--- config.mk ---
export PLATFORM = sky130hd
export DESIGN_NAME = mem_port_arbiter
export DESIGN_NICKNAME = d
export VERILOG_FILES = /design/src/rtl/riscv_mem_pkg.sv /design/src/rtl/mem_arb_timeout.sv /design/src/rtl/mem_port_arbiter.sv
export SDC_FILE = /design/constraint.sdc
export NUM_CORES = 1
export LEC_CHECK = 0
export CAP_MARGIN = 20
export CORE_MARGIN = 5
export CORE_UTILIZATION = 44
export CTS_CLUSTER_DIAMETER = 50
export CTS_CLUSTER_SIZE = 24
export DETAILED_ROUTE_END_ITERATION = 16
export PLACE_DENSITY = 0.86
export SLEW_MARGIN = 10
export SYNTH_ARGS = -nofsm -noshare
export SYNTH_HDL_FRONTEND = slang
export SYNTH_SLANG_ARGS = --single-unit
--- constraint.sdc ---
create_clock -name clock -period 5.1 [get_ports clock]
set_input_delay 0.765 -clock clock [delete_from_list [all_inputs] [get_ports clock]]
set_output_delay 0.765 -clock clock [all_outputs]
set_load 0.005 [all_outputs]
--- src/rtl/riscv_mem_pkg.sv ---
// Shared types and constants for the pipeline's memory-port arbitration.
package riscv_mem_pkg;

  typedef enum logic [1:0] {
    IDLE,
    BUSY_I,
    BUSY_D,
    RESP
  } arb_state_e;

  localparam logic [2:0]  FLAGS_WORD = 3'b010;
  localparam logic [31:0] NOP_INST   = 32'h00000013;

endpackage

--- src/rtl/mem_arb_timeout.sv ---
// Loadable down-counter; expired is high while the count sits at zero.
module mem_arb_timeout #(
  parameter int unsigned WIDTH = 6
) (
  input  logic             clock,
  input  logic             reset,
  input  logic             load,
  input  logic             enable,
  input  logic [WIDTH-1:0] load_value,
  output logic             expired
);

  logic [WIDTH-1:0] count;

  always_ff @(posedge clock) begin
    if (!reset) begin
      count <= '0;
    end else if (load) begin
      count <= load_value;
    end else if (enable && count != '0) begin
      count <= count - 1'b1;
    end
  end

  assign expired = (count == '0);

endmodule

--- src/rtl/mem_port_arbiter.sv ---
// Shares one variable-latency memory between the fetch port and the load/store port,
// with data priority, a fetch starvation bound and a hung-access timeout.
module mem_port_arbiter
  import riscv_mem_pkg::*;
#(
  parameter int unsigned ADDR_WIDTH      = 32,
  parameter int unsigned DATA_STREAK_MAX = 4,
  parameter int unsigned TIMEOUT_CYCLES  = 64
) (
  input  logic                  clock,
  input  logic                  reset,
  input  logic                  if_req,
  input  logic [ADDR_WIDTH-1:0] if_addr,
  output logic                  if_done,
  output logic [31:0]           if_rdata,
  input  logic                  d_req,
  input  logic                  d_we,
  input  logic [2:0]            d_flags,
  input  logic [ADDR_WIDTH-1:0] d_addr,
  input  logic [31:0]           d_wdata,
  output logic                  d_done,
  output logic [31:0]           d_rdata,
  output logic                  err,
  output logic                  stall_fetch,
  output logic                  stall_mem,
  output logic                  mem_req,
  output logic                  mem_we,
  output logic [2:0]            mem_flags,
  output logic [ADDR_WIDTH-1:0] mem_addr,
  output logic [31:0]           mem_wdata,
  input  logic                  mem_ready,
  input  logic [31:0]           mem_rdata
);

  localparam int unsigned TO_W       = $clog2(TIMEOUT_CYCLES);
  localparam logic [3:0]  STREAK_MAX = 4'(DATA_STREAK_MAX);

  arb_state_e state;
  logic [3:0] streak;
  logic       grant_i, grant_d, busy, expired;

  // Data wins a tie unless fetch has already been passed over STREAK_MAX times.
  always_comb begin
    grant_i = 1'b0;
    grant_d = 1'b0;
    if (state == IDLE) begin
      if (d_req && !(if_req && streak == STREAK_MAX)) grant_d = 1'b1;
      else if (if_req)                                grant_i = 1'b1;
    end
  end

  assign busy = (state == BUSY_I) || (state == BUSY_D);

  mem_arb_timeout #(
    .WIDTH (TO_W)
  ) u_timeout (
    .clock      (clock),
    .reset      (reset),
    .load       (grant_i | grant_d),
    .enable     (busy),
    .load_value (TO_W'(TIMEOUT_CYCLES - 1)),
    .expired    (expired)
  );

  always_ff @(posedge clock) begin
    if (!reset) begin
      state     <= IDLE;
      streak    <= '0;
      if_done   <= 1'b0;
      if_rdata  <= '0;
      d_done    <= 1'b0;
      d_rdata   <= '0;
      err       <= 1'b0;
      mem_req   <= 1'b0;
      mem_we    <= 1'b0;
      mem_flags <= '0;
      mem_addr  <= '0;
      mem_wdata <= '0;
    end else begin
      if_done <= 1'b0;
      d_done  <= 1'b0;
      case (state)
        IDLE: begin
          if (!if_req) streak <= '0;
          if (grant_i) begin
            streak    <= '0;
            mem_req   <= 1'b1;
            mem_we    <= 1'b0;
            mem_flags <= FLAGS_WORD;
            mem_addr  <= if_addr;
            mem_wdata <= '0;
            state     <= BUSY_I;
          end else if (grant_d) begin
            if (if_req && streak != STREAK_MAX) streak <= streak + 4'd1;
            mem_req   <= 1'b1;
            mem_we    <= d_we;
            mem_flags <= d_flags;
            mem_addr  <= d_addr;
            mem_wdata <= d_wdata;
            state     <= BUSY_D;
          end
        end
        BUSY_I, BUSY_D: begin
          if (mem_ready) begin
            mem_req <= 1'b0;
            if (state == BUSY_I) if_rdata <= mem_rdata;
            else                 d_rdata  <= mem_rdata;
            if_done <= (state == BUSY_I);
            d_done  <= (state == BUSY_D);
            state   <= RESP;
          end else if (expired) begin
            mem_req <= 1'b0;
            err     <= 1'b1;
            if_done <= (state == BUSY_I);
            d_done  <= (state == BUSY_D);
            state   <= RESP;
          end
        end
        RESP: begin
          mem_req <= 1'b0;
          mem_we  <= 1'b0;
          err     <= 1'b0;
          state   <= IDLE;
        end
        default: state <= IDLE;
      endcase
    end
  end

  assign stall_fetch = if_req && !if_done;
  assign stall_mem   = d_req && !d_done;

  // A requester must hold its request through the whole access, done cycle included.
  a_if_held: assert property (@(posedge clock) disable iff (!reset)
    ((state == BUSY_I) || if_done) |-> if_req);
  a_d_held: assert property (@(posedge clock) disable iff (!reset)
    ((state == BUSY_D) || d_done) |-> d_req);

endmodule

Word level (Yosys, flattened, before mapping)
Index checks and enable logic that the tools add are counted.
{"block": "totals", "ff_bits": 148, "latch_bits": 0, "ramBits": 0, "romBits": 0, "input_bits": 137, "memories": 0}
{"block": "classes", "add_sub_neg": 2, "n_mul": 0, "div_mod_pow": 0, "order_cmp": 0, "eq_ne": 9, "shift": 0, "muxes": 37, "bitwise": 2, "n_reduce_logical": 25}
{"operator": "2-to-1 mux 32 bit", "count": 4}
{"operator": "2-to-1 mux 1 bit", "count": 17}
{"operator": "2-to-1 mux 4 bit", "count": 4}
{"operator": "2-to-1 mux 6 bit", "count": 2}
{"operator": "AND reduction 3 bit", "count": 3}
{"operator": "2-to-1 mux 2 bit", "count": 4}
{"operator": "AND reduction 2 bit", "count": 4}
{"operator": "nonzero test 2 bit", "count": 4}
{"operator": "logical AND 1 bit", "count": 6}
{"operator": "logical NOT 6 bit", "count": 1}
{"operator": "2-to-1 mux 3 bit", "count": 2}
{"operator": "inequality test 3 bit (second input constant)", "count": 2}
{"operator": "one-hot mux 2 bit (3 select lines)", "count": 1}
{"operator": "nonzero test 6 bit", "count": 1}
{"operator": "subtractor 6 x 1 -> 6 bit (second input constant)", "count": 1}
{"operator": "adder 4 x 1 -> 4 bit (second input constant)", "count": 1}
{"operator": "equality test 2 bit (second input constant)", "count": 2}
{"operator": "equality test 4 x 3 -> 1 bit (second input constant)", "count": 1}
{"operator": "inequality test 2 bit (second input constant)", "count": 2}
{"operator": "inequality test 4 x 3 -> 1 bit (second input constant)", "count": 1}
{"operator": "one-hot mux 1 bit (2 select lines)", "count": 2}
{"operator": "logical NOT 1 bit", "count": 3}
{"operator": "one-hot mux 1 bit (3 select lines)", "count": 1}
{"operator": "equality test 2 x 1 -> 1 bit (second input constant)", "count": 1}
{"operator": "other kinds (5)", "count": 5}

Depth between registers and ports, before layout
{"block": "logic_depth", "ltp_word": 9, "depth_mapped": 8}

By module
A second synthesis with hierarchy kept.
{"block": "hier_totals", "cells_unflattened": 780, "area_unflattened_um2": 6646.4}
{"module": "mem_port_arbiter", "instances": 1, "cells_each": 738, "area_per_inst_um2": 6272.3, "seq_area_each_um2": 2842.7}
{"module": "mem_arb_timeout", "instances": 1, "cells_each": 42, "area_per_inst_um2": 374.1, "seq_area_each_um2": 120.1}

Least setup slack after synthesis
No wires, ideal clock.
{"block": "synth_path", "path_kind": "input-to-output", "start": "input port d_req", "end": "output port stall_mem", "arrival_time_ns": 1.080, "setup_slack_ns": 3.255, "path_stages": 2, "path_buffers": 1, "cell_sequence": "buf_2 -> nor2b_1"}
{"block": "synth_between", "elab_chain_cells": 1}
{"item": "start: declaration", "line": "mem_port_arbiter.sv:16", "rtl": "input logic d_req,"}
{"item": "logical AND 1 bit", "line": "mem_port_arbiter.sv:131", "rtl": "assign stall_mem = d_req && !d_done;"}
{"item": "end: declaration", "line": "mem_port_arbiter.sv:25", "rtl": "output logic stall_mem,"}
No other way between the ends.

Worst setup path in the final report
{"block": "layout_path", "start": "input port if_req", "end": "output port stall_fetch"}
{"block": "layout_between", "elab_chain_cells": 1}
{"item": "start: declaration", "line": "mem_port_arbiter.sv:12", "rtl": "input logic if_req,"}
{"item": "logical AND 1 bit", "line": "mem_port_arbiter.sv:130", "rtl": "assign stall_fetch = if_req && !if_done;"}
{"item": "end: declaration", "line": "mem_port_arbiter.sv:24", "rtl": "output logic stall_fetch,"}
No other way between the ends.

==> flow_summary_export.csv <==
group,metric,value,unit
outcome,status,"complete, no violations",
routing,wire_per_inst,15.6,um
power,ir_drop,0.301,mV
power,switching_power,1460,uW
synth,ys.flop_type,"dfxtp_1",
layout,utilization,72.5,%
synth,ys_seq_area_share,52.0,%
die,die_area,15300,um^2
synth,yosys_warnings,0,
placement,place_congestion,0.786,
synth,synth-seq-cells,148,
routing,vias_per_cell,5.10,
die,fp-row-count,41,
sta,tightestPinTransition,1.09,ns
clock_tree,cts_hold_buf,0,
placement,portBuffers,274,
global_routing,antenna_found_initial,1,
global_routing,grt_start_max_net_pins,70,
synth,synth_top_area_share,52.0,%
die,core,12700,um^2
clock_tree,clock_path_buffers,2,
worst_setup_path,worst_setup_path_end_kind,"output pin",
sta,tns,0,ns
clock_tree,cts_sinks,148,
global_routing,grt_pass1_vias,5429,
clock_tree,root_buffer,"clkbuf_16",
worst_setup_path,cp_max_fo,7,
routing,remaining_drc_errors,0,
global_routing,grt_util_all_layers,21.9,%
clock_tree,cts_tree,"done",
routing,drt_iter0_markers,462,
clock_tree,ctsResizeCount,0,
worst_hold_path,hold_class,"reg -> reg",
synth,synth_top_area_cell,"dfxtp_1",
power,p_comb_share,36.3,%
global_routing,grt_pass1_wl,26.3,mm
worst_hold_path,hold_path_end,"if_rdata[27]",
layout,mostFrequentLayoutCell,"clkdlybuf4s50_1",
worst_setup_path,r2r_cells,7,
synth,synth_area_leaders,"dfxtp_1 52%, nand2_1 13%, a21oi_1 6.2%",
global_routing,grt_overflow,0,
sta,setup_viol,0,
worst_hold_path,hold_start,"if_rdata[27]",
layout,fin_nets,1083,
die,start_util,44.9,%
routing,antenna_left,0,
sta,clock_skew,0.00792,ns
sta,slew_headroom,27.4,%
layout,final_cell_mix,"274 x clkdlybuf4s50_1, 201 x nand2_1, 148 x dfxtp_1",
routing,routed_wl,17.6,mm
die,io_pins,275,
power,p_int,3100,uW
layout,syn_to_final_growth,61.3,%
sta,final.min_clock_period,2.90,ns
synth,synth.cell_area,5700,um^2
sta,slew_viol_final,0,
synth,synthArstFlopShare,0,%
power,powerDensity,496,nW/um^2
routing,drt-pass1-iter-count,5,
clock_tree,cts.reportedPaths.clkPinSlew,0.06,ns
clock_tree,cts_max_level,4,
worst_setup_path,crit_arrival,2.13,ns
placement,dp_hpwl,12.3,mm
worst_setup_path,reg2reg_slack,2.80,ns
worst_setup_path,r2r-start,"state[0]",
worst_hold_path,hold_depth,2,
die,die_h,124,um
routing,num_vias,5742,
sta,hold_viol,0,
synth,synth_cells,689,
worst_setup_path,crit_required,4.34,ns
sta,rsz0062_at_grt,"no",
sta,final.period_utilization,56.8,%
power,p_clk_share,28.8,%
worst_setup_path,path_class,"in -> out",
worst_setup_path,reg2reg_to,"mem_addr[2]",
clock_tree,cts_made_buffers,17,
layout,drive_above_1_share,5.88,%
worst_setup_path,cp-start-kind,"input port",
synth,yosysUniqueCellTypes,51,
clock_tree,cts_setup_buffers,0,
power,sequentialPowerShare,34.8,%
die,chipWidth,124,um
job,cap_violations,0,
synth,synth.avg_cell_area,8.27,um^2
synth,synth_edf_count,0,
clock_tree,clk_latency,0.42,ns
sta,fmax,345,MHz
power,p_leak,0.00339,uW
power,switching_share,31.9,%
synth,syn_nets,833,
synth_stat cells, types with 2 or more instances:
library cell and instances:
o21ai_0 34, nand2_1 201, nand2b_1 3, dfxtp_1 148, a21oi_2 2, nor2b_1 2
clkbuf_1 27, nand3_1 4, and2_1 5, ha_1 7, mux2i_1 2, buf_2 23
a22oi_1 34, a211oi_1 2, a21o_1 2, a21oi_1 70, o2111a_1 2, a31oi_1 33
nand3b_1 2, inv_1 10, o22ai_1 2, nor2_1 42, o31ai_1 3, o21a_1 2
metrics by stage:
step,setup WS [ns],cell area [um^2],power [uW],cells,hold slack [ns]
6_report,2.20,9190,4560,1125,0.453
3_5_place_dp,2.17,8460,3210,1088,0.446
2_1_floorplan,3.25,5700,2450,689,0.453
4_1_cts,2.21,9080,4540,1120,0.455
3_3_place_gp,2.18,8460,3180,1088,0.441
5_1_grt,2.13,9190,4830,1125,0.465
cell type report:
type	count	area, um^2
fill	1001	3480
sequential	148	2960
inverter	11	42.5
clock buffer	19	443
clock inverter	13	180
multi-input combinational	475	2440
tap	172	215
antenna	1	2.50
timing repair buffer	286	2910
power groups by stage:
stage	combinational, uW	sequential [uW]	clock, uW
CTS	1620	1590	1330
global route	1820	1620	1390
global placement	1580	1600	0
floorplan	850	1600	0
detailed placement	1610	1610	0
finish	1660	1590	1320
registers in the layout (all words and copies together) (netlist names), 2 cells and up:
signal / cells
d_rdata: 32
if_rdata: 32
mem_addr: 32
mem_flags: 3
mem_wdata: 32
state: 2
streak: 4
u_timeout.count: 6
worst max-delay path by stage:
stage           start          end  slack, ns  cells past startpoint
6_report       if_req  stall_fetch       2.20                      4
4_1_cts         d_req    stall_mem       2.21                      3
3_3_place_gp    d_req       mem_we       2.18                      4
3_5_place_dp    d_req       mem_we       2.17                      4
2_1_floorplan   d_req    stall_mem       3.25                      2
5_1_grt        if_req  stall_fetch       2.13                      4
critical path: stages:
cell and delay (ns):
clkdlybuf4s50_1 0.61, inv_1 0.10, nor2_1 0.11, clkdlybuf4s50_1 0.55
routing by layer:
layer | global-route usage [%] | vias up | wire length (um)
li1 | - | 2844 | -
met5 | 0 | - | 0
met4 | 11.5 | 0 | 591
met3 | 7.67 | 39 | 1560
met1 | 24.5 | 2638 | 6830
met2 | 36.7 | 221 | 8580
logic make-up (layout without fill, tap and decap cells):
family	after synthesis	count (layout)	synth area share, %
simple gates	269	269	19.4
compound gates	195	195	20.9
flops	148	148	52.0
buf+inv	66	329	5.38
fa+ha+maj	7	7	1.54
mux	3	3	0.549
xor+xnor	1	1	0.154
other cells	0	1	0
(Power assumes the default switching activity.)
